**src/rtl/matmul_pkg.sv**
```systemverilog
// Shared types and constants for the 2x2 matrix-multiply feeder.
package matmul_pkg;

   localparam int unsigned N_OPERAND_BYTES = 8;
   localparam int unsigned N_RESULT_BYTES  = 8;
   localparam int unsigned DATA_W          = 8;
   localparam int unsigned ACC_W           = 16;
   localparam int unsigned CNT_W           = 4;
   localparam int unsigned OPS_W           = N_OPERAND_BYTES * DATA_W;
   localparam int unsigned RES_W           = 4 * ACC_W;

   typedef enum logic [2:0] {
      ST_LOAD,
      ST_START,
      ST_FEED0,
      ST_FEED1,
      ST_FEED2,
      ST_FLUSH,
      ST_WAIT,
      ST_DRAIN
   } state_t;

   // One cycle of skewed row/column feeds into the array.
   typedef struct packed {
      logic [DATA_W-1:0] a1;
      logic [DATA_W-1:0] a2;
      logic [DATA_W-1:0] b1;
      logic [DATA_W-1:0] b2;
   } feed_t;

   // Operand byte k of the packed operand vector (A00,A01,A10,A11,B00,B01,B10,B11).
   function automatic logic [DATA_W-1:0] op_byte(input logic [OPS_W-1:0] ops, input int unsigned k);
      return ops[k*DATA_W +: DATA_W];
   endfunction

   // Skewed feed pattern for a given state; zero outside FEED0..FEED2.
   function automatic feed_t feed_for(input state_t st, input logic [OPS_W-1:0] ops);
      feed_t f;
      f = '0;
      case (st)
         ST_FEED0: begin
            f.a1 = op_byte(ops, 0);
            f.b1 = op_byte(ops, 4);
         end
         ST_FEED1: begin
            f.a1 = op_byte(ops, 1);
            f.a2 = op_byte(ops, 2);
            f.b1 = op_byte(ops, 6);
            f.b2 = op_byte(ops, 5);
         end
         ST_FEED2: begin
            f.a2 = op_byte(ops, 3);
            f.b2 = op_byte(ops, 7);
         end
         default: f = '0;
      endcase
      return f;
   endfunction

endpackage

```
**src/rtl/matmul_feeder.sv**
```systemverilog
// Byte-stream feeder for a 2x2 systolic array: loads 8 operand bytes, drives
// skewed feeds, captures four 16-bit results and drains them as 8 bytes.
// Optional: define MATMUL_FEEDER_JOBCNT_EN to add an 8-bit job_count output.
module matmul_feeder
   import matmul_pkg::*;
#(
   parameter int unsigned CAPTURE_DELAY = 1
) (
   input  logic              clk,
   input  logic              rst_n,
   input  logic [DATA_W-1:0] in_data,
   input  logic              in_valid,
   output logic              in_ready,
   output logic [DATA_W-1:0] out_data,
   output logic              out_valid,
   input  logic              out_ready,
   output logic              busy,
   output logic              mm_start,
   output logic [DATA_W-1:0] mm_a1,
   output logic [DATA_W-1:0] mm_a2,
   output logic [DATA_W-1:0] mm_b1,
   output logic [DATA_W-1:0] mm_b2,
   input  logic [ACC_W-1:0]  mm_c1,
   input  logic [ACC_W-1:0]  mm_c2,
   input  logic [ACC_W-1:0]  mm_c3,
   input  logic [ACC_W-1:0]  mm_c4
`ifdef MATMUL_FEEDER_JOBCNT_EN
   ,
   output logic [7:0]        job_count
`endif
);

   localparam int unsigned WAIT_W = 3;

   state_t              r_state;
   state_t              w_next;
   feed_t               w_feed;
   feed_t               r_feed;
   logic [CNT_W-1:0]    r_ld_cnt;
   logic [CNT_W-1:0]    r_dr_cnt;
   logic [WAIT_W-1:0]   r_wait_cnt;
   logic [OPS_W-1:0]    r_ops;
   logic [RES_W-1:0]    r_result;
   logic                r_in_ready;
   logic                r_busy;
   logic                r_mm_start;
   logic                r_out_valid;
   logic [DATA_W-1:0]   r_out_data;
   logic                w_in_xfer;
   logic                w_out_xfer;
   logic                w_last_load;
   logic                w_last_wait;
   logic                w_last_drain;
   logic [2:0]          w_nxt_idx;

   assign w_in_xfer    = in_valid && r_in_ready;
   assign w_out_xfer   = r_out_valid && out_ready;
   assign w_last_load  = (r_state == ST_LOAD) && w_in_xfer &&
                         (r_ld_cnt == CNT_W'(N_OPERAND_BYTES - 1));
   assign w_last_wait  = (r_state == ST_WAIT) &&
                         (r_wait_cnt == WAIT_W'(CAPTURE_DELAY - 1));
   assign w_last_drain = (r_state == ST_DRAIN) && w_out_xfer &&
                         (r_dr_cnt == CNT_W'(N_RESULT_BYTES - 1));
   assign w_nxt_idx    = 3'(r_dr_cnt[2:0] + 3'd1);

   // Next-state sequencing and the feed pattern for the upcoming state.
   always_comb begin
      w_next = r_state;
      w_feed = '0;
      case (r_state)
         ST_LOAD:  if (w_last_load) w_next = ST_START;
         ST_START: w_next = ST_FEED0;
         ST_FEED0: w_next = ST_FEED1;
         ST_FEED1: w_next = ST_FEED2;
         ST_FEED2: w_next = ST_FLUSH;
         ST_FLUSH: w_next = ST_WAIT;
         ST_WAIT:  if (w_last_wait) w_next = ST_DRAIN;
         ST_DRAIN: if (w_last_drain) w_next = ST_LOAD;
         default:  w_next = ST_LOAD;
      endcase
      w_feed = feed_for(w_next, r_ops);
   end

   // State register.
   always_ff @(posedge clk) begin
      if (!rst_n) r_state <= ST_LOAD;
      else        r_state <= w_next;
   end

   // Registered control outputs, operand capture, result capture and serialiser.
   always_ff @(posedge clk) begin
      if (!rst_n) begin
         r_in_ready  <= 1'b1;
         r_busy      <= 1'b0;
         r_mm_start  <= 1'b0;
         r_feed      <= '0;
         r_ld_cnt    <= '0;
         r_dr_cnt    <= '0;
         r_wait_cnt  <= '0;
         r_ops       <= '0;
         r_result    <= '0;
         r_out_valid <= 1'b0;
         r_out_data  <= '0;
      end else begin
         r_in_ready <= (w_next == ST_LOAD);
         r_busy     <= (w_next != ST_LOAD);
         r_mm_start <= (w_next == ST_START);
         r_feed     <= w_feed;

         if (r_state != ST_LOAD) begin
            r_ld_cnt <= '0;
         end else if (w_in_xfer) begin
            r_ops[int'(r_ld_cnt[2:0])*DATA_W +: DATA_W] <= in_data;
            r_ld_cnt <= r_ld_cnt + CNT_W'(1);
         end

         if (r_state == ST_WAIT) r_wait_cnt <= r_wait_cnt + WAIT_W'(1);
         else                    r_wait_cnt <= '0;

         if (w_last_wait) begin
            r_result    <= {mm_c4, mm_c3, mm_c2, mm_c1};
            r_out_valid <= 1'b1;
            r_out_data  <= mm_c1[DATA_W-1:0];
            r_dr_cnt    <= '0;
         end else if ((r_state == ST_DRAIN) && w_out_xfer) begin
            if (w_last_drain) begin
               r_out_valid <= 1'b0;
               r_out_data  <= '0;
            end else begin
               r_out_data <= r_result[int'(w_nxt_idx)*DATA_W +: DATA_W];
            end
            r_dr_cnt <= r_dr_cnt + CNT_W'(1);
         end
      end
   end

`ifdef MATMUL_FEEDER_JOBCNT_EN
   logic [7:0] r_job_cnt;

   // Completed-job counter, wrapping at 8 bits.
   always_ff @(posedge clk) begin
      if (!rst_n)            r_job_cnt <= '0;
      else if (w_last_drain) r_job_cnt <= r_job_cnt + 8'd1;
   end

   assign job_count = r_job_cnt;
`endif

   assign in_ready  = r_in_ready;
   assign busy      = r_busy;
   assign mm_start  = r_mm_start;
   assign mm_a1     = r_feed.a1;
   assign mm_a2     = r_feed.a2;
   assign mm_b1     = r_feed.b1;
   assign mm_b2     = r_feed.b2;
   assign out_valid = r_out_valid;
   assign out_data  = r_out_data;

endmodule

```
**config.mk**
```make
export PLATFORM = sky130hd
export DESIGN_NAME = matmul_feeder
export DESIGN_NICKNAME = d
export VERILOG_FILES = /design/src/rtl/matmul_pkg.sv /design/src/rtl/matmul_feeder.sv
export SDC_FILE = /design/constraint.sdc
export NUM_CORES = 1
export LEC_CHECK = 0
export ABC_AREA = 1
export CAP_MARGIN = 20
export CORE_MARGIN = 3
export CORE_UTILIZATION = 30
export DETAILED_ROUTE_END_ITERATION = 8
export HOLD_SLACK_MARGIN = 0.08
export PLACE_DENSITY_LB_ADDON = 0.2
export REMOVE_ABC_BUFFERS = 1
export SYNTH_ARGS = -nofsm -noshare
export SYNTH_HDL_FRONTEND = slang
export SYNTH_SLANG_ARGS = --single-unit
```
**constraint.sdc**
```tcl
create_clock -name clk -period 2.17 [get_ports clk]
set_input_delay 0.3255 -clock clk [delete_from_list [all_inputs] [get_ports clk]]
set_output_delay 0.3255 -clock clk [all_outputs]
set_load 0.05 [all_outputs]
```
==> impl_results.md <==
- IO Count: between 100 and 150
- Skew-Pair Late Insertion Delay: 0.45 ns
- Placement Rows: 58
- Fmax: roughly 500 MHz
- CP Max Fanout: 9
- Clock buffer depth: 2
- Min-delay worst type: in -> reg
- Final Hold Viols: 0
- Final HPWL DP: around 16,000 um
- Post-DRT Antenna Nets: 0
- Worst-margin pin slew: 1.14 ns
- Status: complete, no violations
- Pins over their slew limit: 0
- Antenna Diode Count: 0
- Buf/Inv on CP: 3
- Synth top area cells: dfxtp_1 (47%), nand2_1 (9.3%), nor2_1 (8.2%)
- Final Non-Filler Cells: 1,530
- CP top delay family: adder cells
- Lkg Pwr: 0.00392 uW
- Skew final: 0.0163 ns
- #FFs+latches synth: 186
- Cell Area, Synth: roughly 0.0079 sq mm
- Core area: 0.0255 sq mm
- CTS Root Cell: clkbuf_16
- Setup CP Type: reg -> reg
- Min cycle time layout: ~2 ns
- CTS tree: built
- Die Y-Extent: 168 um
- Slowest CP cell: dfxtp_1
- Synth warn: 0
- GPL Wtd Cong: 0.808
- Setup ws final: 0.171 ns
- Pre-antenna DRT Iters: 4
- Yosys top cell by area: dfxtp_1
- Crit start category: flip-flop
- Chip width: between 150 and 200 um
- Total Power: 7680 uW
- H-tree levels: 4
- Critical Path End Type: flip-flop
- Routed wire length: 21,400 um
- Vias in the first global route: 6,705
- Port Buffers: 119
- CP Data Required Time: 2.50 ns
- Die Area: 0.0283 sq mm
- Gr ovfl total: 0
- Most numerous cell in the Yosys netlist: nand2_1
- MaxCap Viol Count: 0
- Most instantiated cells after synthesis: nand2_1 (195), dfxtp_1 (186), nor2_1 (172)
- Post-Syn Area per Cell: 7.34 sq um
- Cell chain of the critical path: inv_6 > ha_1 > ha_1 > inv_1 > nand2_1 > inv_1 > nand3_1 > o21ai_0 > nor2_1
- Post-synth EDFFs: 0
- Pin count of the biggest net entering global routing: 61
- Share of cells above drive strength 1: 8.08%
- Register area share after synthesis: between 40% and 50%
- Vias per cell: 4.58
- Clock-pin slew on the worst setup and hold paths: 0.08 ns
- Crit share post-route: 92.1%
- First-pass GRT wire length: ~35,000 um
- Initial Utilization: 30.9%
- Tot GR Track Use: 15.4%
- Placed insts: approximately 1,500
- Pwr Density: roughly 770 mW/mm^2
- Netlist cell types: 36
- Arrival @ worst endpoint: about 2.3 ns
- Ys async rst share: 0%
- RSZ-0062 raised after global routing: true
- Synth Flop Type: dfxtp_1
- # setup viols final: 0
- Via count: between 7,000 and 8,000
- Worst slew margin: 23.3%
- Initial antenna violation count: 0
- Remaining DRCs: 0
- Synthesis-to-layout area growth: 26.6%
- Sink Count: around 190
- Routed length per instance: 14.0 um
- Final nets: 1,272
- Drt first-iter violations: 387
- Max incr delay on CP: 0.40 ns
- VDD IR-drop max: 0.398 mV
- Mapped Cells: between 1,000 and 1,500
- Hold slack final: 0.303 ns
- TritonCTS Buffers: 17
- Pre-CTS setup slack: 0.206 ns
- Synth top area share: a little under half
==> worst paths after layout <==
check | from | to | slack [ns] | cells past startpoint
setup / recovery | r_ld_cnt[0]$_SDFFE_PP0P_ | r_ops[59]$_SDFFE_PN0P_ | 0.17 | 9
hold / removal | rst_n | r_result[19]$_SDFFE_PN0P_ | 0.30 | 3
setup reg to reg | r_ld_cnt[0]$_SDFFE_PP0P_ | r_ops[59]$_SDFFE_PN0P_ | 0.17 | 9
hold reg to reg | r_wait_cnt[0]$_SDFF_PN0_ | r_wait_cnt[0]$_SDFF_PN0_ | 0.45 | 1
==> registers in the layout (all words and copies together) (netlist names) <==
signal      cells
r_dr_cnt        4
out_data        8
in_ready        1
out_valid       1
r_ld_cnt        4
r_result       64
mm_b1           8
busy            1
mm_start        1
r_ops          64
mm_a1           8
r_wait_cnt      3
r_state         3
mm_b2           8
mm_a2           8
==> worst min-delay path: stages <==
cell,delay [ns]
buf_2,0.21
o21ai_0,0.12
a21oi_1,0.05
==> where the power goes <==
part / switching (uW) / total, uW / leakage, uW / internal (uW)
clock: 1510 / 3080 / 0.000287 / 1570
sequential: 56.3 / 3550 / 0.00150 / 3500
combinational: 659 / 1040 / 0.00213 / 380
total: 2230 / 7680 / 0.00392 / 5450
==> metrics by stage <==
stage	util, %	TNS, ns	cell area [sq um]
after floorplan	-	-2.24	7570
after global placement	36.9	0	9420
after detailed placement	36.9	0	9420
after CTS	39.2	0	10000
after global routing	39.2	-0.00516	10000
final	39.2	0	10000
==> layout make-up <==
class	instances	area (sq um)
clock inverters	14	145
fillers	2697	15500
inverters	119	452
multi-input cells	715	3400
flip-flops and latches	186	3720
repair buffers	148	1430
clock buffers	18	439
well taps	330	413
==> routing by layer <==
layer,vias up,share of wire [%],global-route usage [%]
li1,3676,-,-
met1,3201,50,21.6
met2,120,45,24.2
met3,17,3.6,2.79
met4,0,1.3,4.38
met5,-,0,0
==> cell usage in the layout, fill, tap and decap left out, types with 16 or more instances in the layout <==
master and count:
nand3_1 84, a21oi_1 87, clkdlybuf4s50_1 118, buf_4 27, a22oi_1 16, inv_1 104, nor2_1 172, nand2_1 195
dfxtp_1 185, clkbuf_16 17, o21ai_0 83
==> logic make-up after synthesis <==
group	share of synthesized area, %
and+or+nand+nor	26.8
adders and majority gates	1.43
buffers and inverters	9.87
xor gates and xnor gates	0.443
AOI/OAI and AO/OA	14.3
DFF	47.1
==> repair_timing <==
action                                 4_1_cts  5_1_grt
setup endpoints to repair                    0        6
setup buffers                                0        0
resized for setup                            0        1
hold buffers                                 0        0
endpoints found under the hold margin        0        0
No activity file was read; power rests on OpenSTA's default activity.
